===== src/rtl/dot_loader_pkg.sv =====
// Shared types and helpers for the dot-product vector loader.
// Holds the FSM state encoding, default vector geometry and counter sizing.
// No logic of its own; imported by the loader and its serializer.
package dot_loader_pkg;

  localparam int DATA_WIDTH_DEF   = 8;
  localparam int VECTOR_WIDTH_DEF = 4;
  localparam int VEC_BITS         = VECTOR_WIDTH_DEF * DATA_WIDTH_DEF;

  typedef enum logic [1:0] {
    ST_IDLE    = 2'd0,
    ST_WRITE   = 2'd1,
    ST_START   = 2'd2,
    ST_WAIT_RD = 2'd3
  } state_t;

  // Counter width able to hold the value n itself (one spare bit over
  // $clog2), so a count that reaches a power of two never wraps.
  function automatic int cnt_width(input int n);
    return $clog2(n) + 1;
  endfunction

endpackage


===== src/rtl/dot_vector_loader_serializer.sv =====
// Holds one A/B vector pair and presents it one element at a time, LSB element first.
// Latency: element 0 is on the outputs the cycle after i_load; each i_advance exposes the next.
// No backpressure of its own: the loader FSM decides when to load and advance.
module vector_serializer
  import dot_loader_pkg::*;
#(
  parameter int DATA_WIDTH   = DATA_WIDTH_DEF,
  parameter int VECTOR_WIDTH = VECTOR_WIDTH_DEF
) (
  input  logic                               i_clk,
  input  logic                               i_rst,
  input  logic                               i_load,
  input  logic                               i_advance,
  input  logic [VECTOR_WIDTH*DATA_WIDTH-1:0] i_vec_a,
  input  logic [VECTOR_WIDTH*DATA_WIDTH-1:0] i_vec_b,
  output logic [DATA_WIDTH-1:0]              o_data_a,
  output logic [DATA_WIDTH-1:0]              o_data_b
);

  localparam int LP_BITS = VECTOR_WIDTH * DATA_WIDTH;

  logic [LP_BITS-1:0] r_sh_a;
  logic [LP_BITS-1:0] r_sh_b;

  // Parallel load, then shift right one element per advance; otherwise hold.
  always_ff @(posedge i_clk) begin
    if (i_rst) begin
      r_sh_a <= '0;
      r_sh_b <= '0;
    end else if (i_load) begin
      r_sh_a <= i_vec_a;
      r_sh_b <= i_vec_b;
    end else if (i_advance) begin
      r_sh_a <= r_sh_a >> DATA_WIDTH;
      r_sh_b <= r_sh_b >> DATA_WIDTH;
    end
  end

  // The current element is always the low slice, straight from the flops.
  assign o_data_a = r_sh_a[DATA_WIDTH-1:0];
  assign o_data_b = r_sh_b[DATA_WIDTH-1:0];

endmodule


===== src/rtl/dot_vector_loader.sv =====
// Takes one packed A/B vector pair per handshake, writes it element by element, then kicks the reader.
// Latency: first write the cycle after the handshake; VECTOR_WIDTH writes, START pulse, then wait for done.
// Backpressure: in_ready is low from the handshake until reading_done (or timeout) returns the FSM to IDLE.
module dot_vector_loader
  import dot_loader_pkg::*;
#(
  parameter int DATA_WIDTH     = DATA_WIDTH_DEF,
  parameter int VECTOR_WIDTH   = VECTOR_WIDTH_DEF,
  parameter int ADDR_WIDTH     = 5,
  parameter int BASE_ADDR      = 0,
  parameter int TIMEOUT_CYCLES = 255
) (
  input  logic                               i_clk,
  input  logic                               i_rst,
  input  logic                               i_in_valid,
  output logic                               o_in_ready,
  input  logic [VECTOR_WIDTH*DATA_WIDTH-1:0] i_in_a,
  input  logic [VECTOR_WIDTH*DATA_WIDTH-1:0] i_in_b,
  output logic                               o_write_en,
  output logic [ADDR_WIDTH-1:0]              o_write_addr,
  output logic [DATA_WIDTH-1:0]              o_data_a,
  output logic [DATA_WIDTH-1:0]              o_data_b,
  output logic                               o_start_reading,
  input  logic                               i_reading_done,
  output logic                               o_busy,
  output logic [15:0]                        o_vectors_loaded,
  output logic                               o_timeout_err
);

  localparam int                    LP_IDX_W     = cnt_width(VECTOR_WIDTH);
  localparam int                    LP_TMO_W     = cnt_width(TIMEOUT_CYCLES + 1);
  localparam logic [LP_IDX_W-1:0]   LP_IDX_LAST  = LP_IDX_W'(VECTOR_WIDTH - 1);
  localparam logic [ADDR_WIDTH-1:0] LP_BASE      = ADDR_WIDTH'(BASE_ADDR);
  localparam logic [LP_TMO_W-1:0]   LP_TMO_LIMIT = LP_TMO_W'(TIMEOUT_CYCLES);
  localparam bit                    LP_TMO_EN    = (TIMEOUT_CYCLES != 0);

  state_t                r_state;
  state_t                w_state_nxt;
  logic [LP_IDX_W-1:0]   r_idx;
  logic [LP_TMO_W-1:0]   r_tmo;
  logic [ADDR_WIDTH-1:0] r_addr;
  logic [15:0]           r_vec_cnt;
  logic                  r_tmo_err;
  logic                  r_in_ready;
  logic                  r_write_en;
  logic                  r_start;
  logic                  r_busy;
  logic                  w_in_ready_nxt;
  logic                  w_write_en_nxt;
  logic                  w_start_nxt;
  logic                  w_busy_nxt;
  logic                  w_accept;
  logic                  w_last;
  logic                  w_tmo_hit;

  assign w_accept = r_in_ready && i_in_valid;
  assign w_last   = (r_idx == LP_IDX_LAST);

  // r_tmo counts cycles elapsed since the START cycle (0 during START), so the
  // timeout flag lands exactly TIMEOUT_CYCLES cycles after START; a reading_done
  // in that same final cycle still wins.
  assign w_tmo_hit = LP_TMO_EN && (r_state == ST_WAIT_RD) && !i_reading_done &&
                     ((r_tmo + LP_TMO_W'(1)) >= LP_TMO_LIMIT);

  vector_serializer #(
    .DATA_WIDTH   (DATA_WIDTH),
    .VECTOR_WIDTH (VECTOR_WIDTH)
  ) u_ser (
    .i_clk     (i_clk),
    .i_rst     (i_rst),
    .i_load    (w_accept),
    .i_advance ((r_state == ST_WRITE) && !w_last),
    .i_vec_a   (i_in_a),
    .i_vec_b   (i_in_b),
    .o_data_a  (o_data_a),
    .o_data_b  (o_data_b)
  );

  // State register, plus the state-decoded outputs registered alongside it.
  always_ff @(posedge i_clk) begin
    if (i_rst) begin
      r_state    <= ST_IDLE;
      r_in_ready <= 1'b1;
      r_write_en <= 1'b0;
      r_start    <= 1'b0;
      r_busy     <= 1'b0;
    end else begin
      r_state    <= w_state_nxt;
      r_in_ready <= w_in_ready_nxt;
      r_write_en <= w_write_en_nxt;
      r_start    <= w_start_nxt;
      r_busy     <= w_busy_nxt;
    end
  end

  // Next-state logic; reading_done only matters while waiting for the reader.
  always_comb begin
    w_state_nxt = r_state;
    case (r_state)
      ST_IDLE:    if (w_accept) w_state_nxt = ST_WRITE;
      ST_WRITE:   if (w_last) w_state_nxt = ST_START;
      ST_START:   w_state_nxt = ST_WAIT_RD;
      ST_WAIT_RD: if (i_reading_done || w_tmo_hit) w_state_nxt = ST_IDLE;
      default:    w_state_nxt = ST_IDLE;
    endcase
  end

  // Output decode of the upcoming state, so the registered outputs match it.
  always_comb begin
    w_in_ready_nxt = 1'b0;
    w_write_en_nxt = 1'b0;
    w_start_nxt    = 1'b0;
    w_busy_nxt     = 1'b1;
    case (w_state_nxt)
      ST_IDLE: begin
        w_in_ready_nxt = 1'b1;
        w_busy_nxt     = 1'b0;
      end
      ST_WRITE: w_write_en_nxt = 1'b1;
      ST_START: w_start_nxt    = 1'b1;
      default:  w_busy_nxt     = 1'b1;
    endcase
  end

  // Element index, write address, timeout counter and the completion/error status.
  always_ff @(posedge i_clk) begin
    if (i_rst) begin
      r_idx     <= '0;
      r_addr    <= '0;
      r_tmo     <= '0;
      r_vec_cnt <= '0;
      r_tmo_err <= 1'b0;
    end else begin
      case (r_state)
        ST_IDLE: begin
          if (w_accept) begin
            r_idx  <= '0;
            r_addr <= LP_BASE;
          end
        end
        ST_WRITE: begin
          if (w_last) begin
            r_tmo <= '0;
          end else begin
            r_idx  <= r_idx + LP_IDX_W'(1);
            r_addr <= r_addr + ADDR_WIDTH'(1);
          end
        end
        ST_START: r_tmo <= r_tmo + LP_TMO_W'(1);
        ST_WAIT_RD: begin
          if (i_reading_done) begin
            r_vec_cnt <= r_vec_cnt + 16'd1;
          end else if (w_tmo_hit) begin
            r_tmo_err <= 1'b1;
          end else if (LP_TMO_EN) begin
            r_tmo <= r_tmo + LP_TMO_W'(1);
          end
        end
        default: r_idx <= '0;
      endcase
    end
  end

  assign o_in_ready       = r_in_ready;
  assign o_write_en       = r_write_en;
  assign o_write_addr     = r_addr;
  assign o_start_reading  = r_start;
  assign o_busy           = r_busy;
  assign o_vectors_loaded = r_vec_cnt;
  assign o_timeout_err    = r_tmo_err;

endmodule


===== config.mk =====
export PLATFORM = sky130hd
export DESIGN_NAME = dot_vector_loader
export DESIGN_NICKNAME = d
export VERILOG_FILES = /design/src/rtl/dot_loader_pkg.sv /design/src/rtl/dot_vector_loader_serializer.sv /design/src/rtl/dot_vector_loader.sv
export SDC_FILE = /design/constraint.sdc
export NUM_CORES = 1
export LEC_CHECK = 0
export CORE_MARGIN = 2
export CORE_UTILIZATION = 54
export DETAILED_ROUTE_END_ITERATION = 7
export PLACE_DENSITY = 0.95
export SKIP_CTS_REPAIR_TIMING = 1
export SLEW_MARGIN = 20
export SYNTH_ARGS = -nofsm -noshare
export SYNTH_HDL_FRONTEND = slang
export SYNTH_HIERARCHICAL = 1
export SYNTH_SLANG_ARGS = --single-unit

===== constraint.sdc =====
create_clock -name i_clk -period 5.65 [get_ports i_clk]
set_input_delay 1.13 -clock i_clk [delete_from_list [all_inputs] [get_ports i_clk]]
set_output_delay 1.13 -clock i_clk [all_outputs]
set_load 0.01 [all_outputs]

# == Yosys cells after proc, flatten, opt, wreduce, memory -nomap -nowiden ==
# Index checks and enable logic that the tools add are counted.
# word_totals
reg_bits,104
latch_bits,0
ram_bits,0
romBits,0
input_bits,68
out_inout_bits,42
elab_cells,67
memories,0
# classes
addsub,4
mul,0
div,0
magnitude_cmp,1
n_eq_ne,11
shift,0
muxes,22
bitwise,1
reduce_logical,16
# ops
op,count
2-to-1 mux 32 bit,4
2-to-1 mux 9 bit,3
one-hot mux 9 bit (3 select lines),1
"adder 16 x 1 -> 16 bit, second input constant",1
2-to-1 mux 5 bit,2
one-hot mux 5 bit (2 select lines),1
"adder 9 x 1 -> 9 bit, second input constant",1
"greater-or-equal comparator 9 x 8 -> 1 bit, second input constant",1
"!= test 2 bit, second input constant",4
one-hot mux 2 bit (4 select lines),1
"equality test 2 bit, second input constant",3
2-to-1 mux 2 bit,3
2-to-1 mux 3 bit,2
one-hot mux 3 bit (2 select lines),1
AND reduction 3 bit,2
"adder 5 x 1 -> 5 bit, second input constant",1
"equality test 2 x 1 -> 1 bit, second input constant",2
logical AND 1 bit,4
logical NOT 2 bit,2
2-to-1 mux 1 bit,4
AND reduction 4 bit,1
nonzero test 2 bit,2
"adder 3 x 1 -> 3 bit, second input constant",1
"equality test 3 x 2 -> 1 bit, second input constant",1
other kinds (6),7

# == Longest topological paths before layout ==
# depth
depth_word,8
mapped_depth,9
depth_no_buf,8

# == Modules after synthesis ==
# The synthesis kept the hierarchy.
# modules_own_cells
mod,n_inst,cells_each,area_each_um2,seq_area_each_um2
vector_serializer,1,301,3001.6,1281.2
dot_vector_loader,1,219,1903.1,800.8

# == Worst setup path before layout ==
# OpenSTA, ideal clock, no wires.
# synth_timing
path_type,input -> register
start,input port i_reading_done
end,register r_vec_cnt[11] (netlist: o_vectors_loaded[11])
setup_ns,0.071
t_arrival_ns,2.272
required_time_ns,5.579
setup_slack_ns,3.308
path_stages,6
path_buffers,1
cell_sequence,and3_1 -> buf_2 -> and4_1 -> nand3_1 -> or3_1 -> a21oi_1
# synth_via
elab_chain_cells,1
# synth_rtl
item,line_no,text
"start, declared",dot_vector_loader.sv:24,"input logic i_reading_done,"
AND reduction 2 bit (no source line),n/a,
"end signal, assigned",dot_vector_loader.sv:152,r_vec_cnt <= r_vec_cnt + 16'd1;
"end, declared",dot_vector_loader.sv:42,logic [15:0] r_vec_cnt;
# No other way between the ends.
# A chain may end at the register's enable or synchronous reset.

# == Final worst setup path ==
# layout_timing
start,input port i_in_valid
end,register u_ser.r_sh_a[14]
# layout_via
elab_chain_cells,2
elab_cells_between_ends,3
cone_classes,mux (1); reduce/logical (2)
# layout_rtl
item,line_no,text
"start, declared",dot_vector_loader.sv:15,"input logic i_in_valid,"
logical AND 1 bit (*),dot_vector_loader.sv:56,assign w_accept = r_in_ready && i_in_valid;
net w_accept,dot_vector_loader.sv:52,logic w_accept;
2-to-1 mux 32 bit or nonzero test 2 bit (tied branches),n/a,
"end signal, assigned",dot_vector_loader_serializer.sv:31,r_sh_a <= i_vec_a;
"end signal, assigned",dot_vector_loader_serializer.sv:34,r_sh_a <= r_sh_a >> DATA_WIDTH;
"end, declared",dot_vector_loader_serializer.sv:22,logic [LP_BITS-1:0] r_sh_a;
# The timed path passes the listed nets; every way through them passes the cells marked *.

==> results.cfg <==
[yosys]
synth_async_sr_flop_share_pct = 0
synth_cells = 520
ys_types = 48
synth_edf_count = 0
ys.flop_type = dfxtp_1
ys_seq_elements = 104
ys_warn_count = 6
synth.cell_area_sq_um = 4900
syn_area_per_cell_sq_um = 9.43
synth_seq_area_share_pct = 42.4
synth_nets = 594

[clocking]
cts-root-buf = clkbuf_8
clock_sinks = 104
ctsLongestPathBuffers = 2
cts_tree = yes
htreeDepth = 3
clk_latency_ns = 0.37
cts_buffers = 9
clk_pin_slew_worst_paths_ns = 0.11

[timing]
fmax_mhz = 311
tightestPinTransition_ns = 1.02
period_needed_ns = 3.21
hold_ws_ns = 0.482
setup_viol = 0
slew_headroom_pct = 31.8
fin_skew_ns = 0.0115
finalCritPeriodShare_pct = 56.8
tns_ns = 0
drv_slew = 0
rsz0062_at_grt = no
finalHoldViolations = 0

[placement]
dpl.cell_count = 682
routabilityCongestion = 0.859
dp_hpwl_um = 7330
port_buffers = 109

[drt]
first_pass_iters = 4
initialDrtViolationCount = 187
wl_um = 11000
antenna_left = 0
avgRoutedWirePerCell_um = 15.7
drc_errors = 0
vias = 3935
vias_per_cell = 5.64

[setup_path]
max_stage_delay_ns = 0.75
critical_path_buf_inv_count = 3
arrival_ns = 3.49
path_class = in -> reg
worst_path_max_delay_cell = inv_2
crit_required_ns = 5.92
start_kind = primary input
crit_fanout = 82
cpMostUsedCell = inv_2
crit_family = buffers and inverters
crit_path_cell_trace = clkdlybuf4s50_1 -> nand2_1 -> inv_2 -> inv_2 -> a211oi_1
crit_path_end_kind = register

[power_and_ir_drop]
comb_power_share_pct = 16.1
irDropWorstVdd_v = 0.000135
internal_power_w = 0.00109
p_clk_share_pct = 29.9
switching_share_pct = 27.1
seqPwrFrac_pct = 54.0
power_density_nw_per_um2 = 250
power_switching_w = 0.000405
p_leak_nw = 2.12

[layout]
layout-drive-gt1-share_pct = 4.58
fillers = 661
diodes = 0
syn_to_final_growth_pct = 21.8
finalCoreUtilization_pct = 68.2
stdcell_count = 698
layout_common_cells = clkdlybuf4s50_1 (108), dfxtp_1 (104), mux2i_1 (52), a211oi_1 (52), nor2b_1 (51)
layout_commonest_cell = clkdlybuf4s50_1
finalNetCount = 659

[global_route]
grt_overflow = 0
gr-usage-met1_pct = 30.0
antenna_found_initial = 0
grt_pass1_vias = 3879
grt_max_degree = 103
grt_pass1_wl_um = 18400
grt-busiest-layer = met2
met3_usage_pct = 5.06
gr-usage-met2_pct = 37.0
grt_use_total_pct = 22.6

[run_status]
status = finished clean

[hold_path]
hold_class = reg -> reg

[flow_run]
cap_violations = 0

[floorplanning]
dieHeight_um = 99.3
num_io_pins = 110
fp.dieW_um = 99.3
num_rows = 34
dieArea_sq_um = 9860
start_util_pct = 56.0
core_area_sq_um = 8760
path summary, 6_finish.rpt:
path                         start                       endpoint  slack, ns  depth (start not counted)
min          r_idx[1]$_SDFFE_PP0P_          r_idx[1]$_SDFFE_PP0P_       0.48                          2
max reg2reg  r_state[0]$_SDFF_PP0_  u_ser/r_sh_a[14]$_SDFFE_PP0P_       2.93                          5
min reg2reg  r_idx[1]$_SDFFE_PP0P_          r_idx[1]$_SDFFE_PP0P_       0.48                          2
max                     i_in_valid  u_ser/r_sh_a[14]$_SDFFE_PP0P_       2.44                          5
registers in the layout (all words and copies together), names as in the netlist, 2 cells and up:
signal / count
o_vectors_loaded: 16
u_ser/r_sh_b: 32
u_ser/r_sh_a: 32
o_write_addr: 5
r_tmo: 9
r_state: 2
r_idx: 3
kinds of logic after synthesis:
logic type,count (synthesis),share of synthesized area [%]
mux,52,10.6
simple gates,169,19.1
compound gates,111,15.6
flops,104,42.4
buf+inv,62,7.73
fa+ha+maj,6,1.53
xor+xnor,16,3.01
layer usage:
layer | part of all wire [%] | vias to the layer above
met1 | 46 | 1862
met2 | 47 | 102
met3 | 5.3 | 15
li1 | - | 1956
met5 | 0 | -
met4 | 1.4 | 0
metrics by stage:
step                      worst slack [ns]  total power (W)  area (sq um)
after floorplan                       3.31         0.000980          4900
after CTS                             2.47          0.00150          5970
after global routing                  2.19          0.00156          5970
after global placement                2.17          0.00105          5790
after detailed placement              2.07          0.00106          5790
final                                 2.44          0.00149          5970
area by class of cell:
cell class,instances,area (sq um),area share [%]
multi-input cells,354,2450,41.0
clock buffers,10,138,2.30
clock inverters,6,50.0,0.838
flip-flops and latches,104,2080,34.8
inverters,6,22.5,0.377
well taps,108,135,2.26
repair buffers,110,1100,18.3
cells in the mapped netlist (5+ instances only):
library cell | count | share of area [%]
inv_1 | 5 | 0.38
a21oi_1 | 30 | 3.1
a211oi_1 | 52 | 8.0
buf_4 | 20 | 3.1
nand3_1 | 9 | 0.92
nand2_1 | 40 | 3.1
or3b_1 | 16 | 2.9
buf_2 | 9 | 0.92
dfxtp_1 | 104 | 42
nor2b_1 | 52 | 6.6
and3_1 | 6 | 0.77
nand4_1 | 5 | 0.64
buf_6 | 8 | 1.8
mux2i_1 | 52 | 11
xor2_1 | 11 | 2.0
clkbuf_1 | 17 | 1.3
nor2_1 | 25 | 1.9
ha_1 | 6 | 1.5
power groups by stage:
stage               clock, W  combinational (W)  sequential, W
global placement           0           0.000232       0.000820
finish              0.000446           0.000241       0.000807
CTS                 0.000456           0.000241       0.000806
global route        0.000484           0.000262       0.000811
floorplan                  0           0.000166       0.000814
detailed placement         0           0.000239       0.000822
tightest hold or removal path: cells and delay by family (launching register included):
family	cells	cell delay (ns)
and+or+nand+nor	1	0.06
DFF	1	0.33
AOI/OAI and AO/OA	1	0.06
No activity file was read; power rests on OpenSTA's default activity.
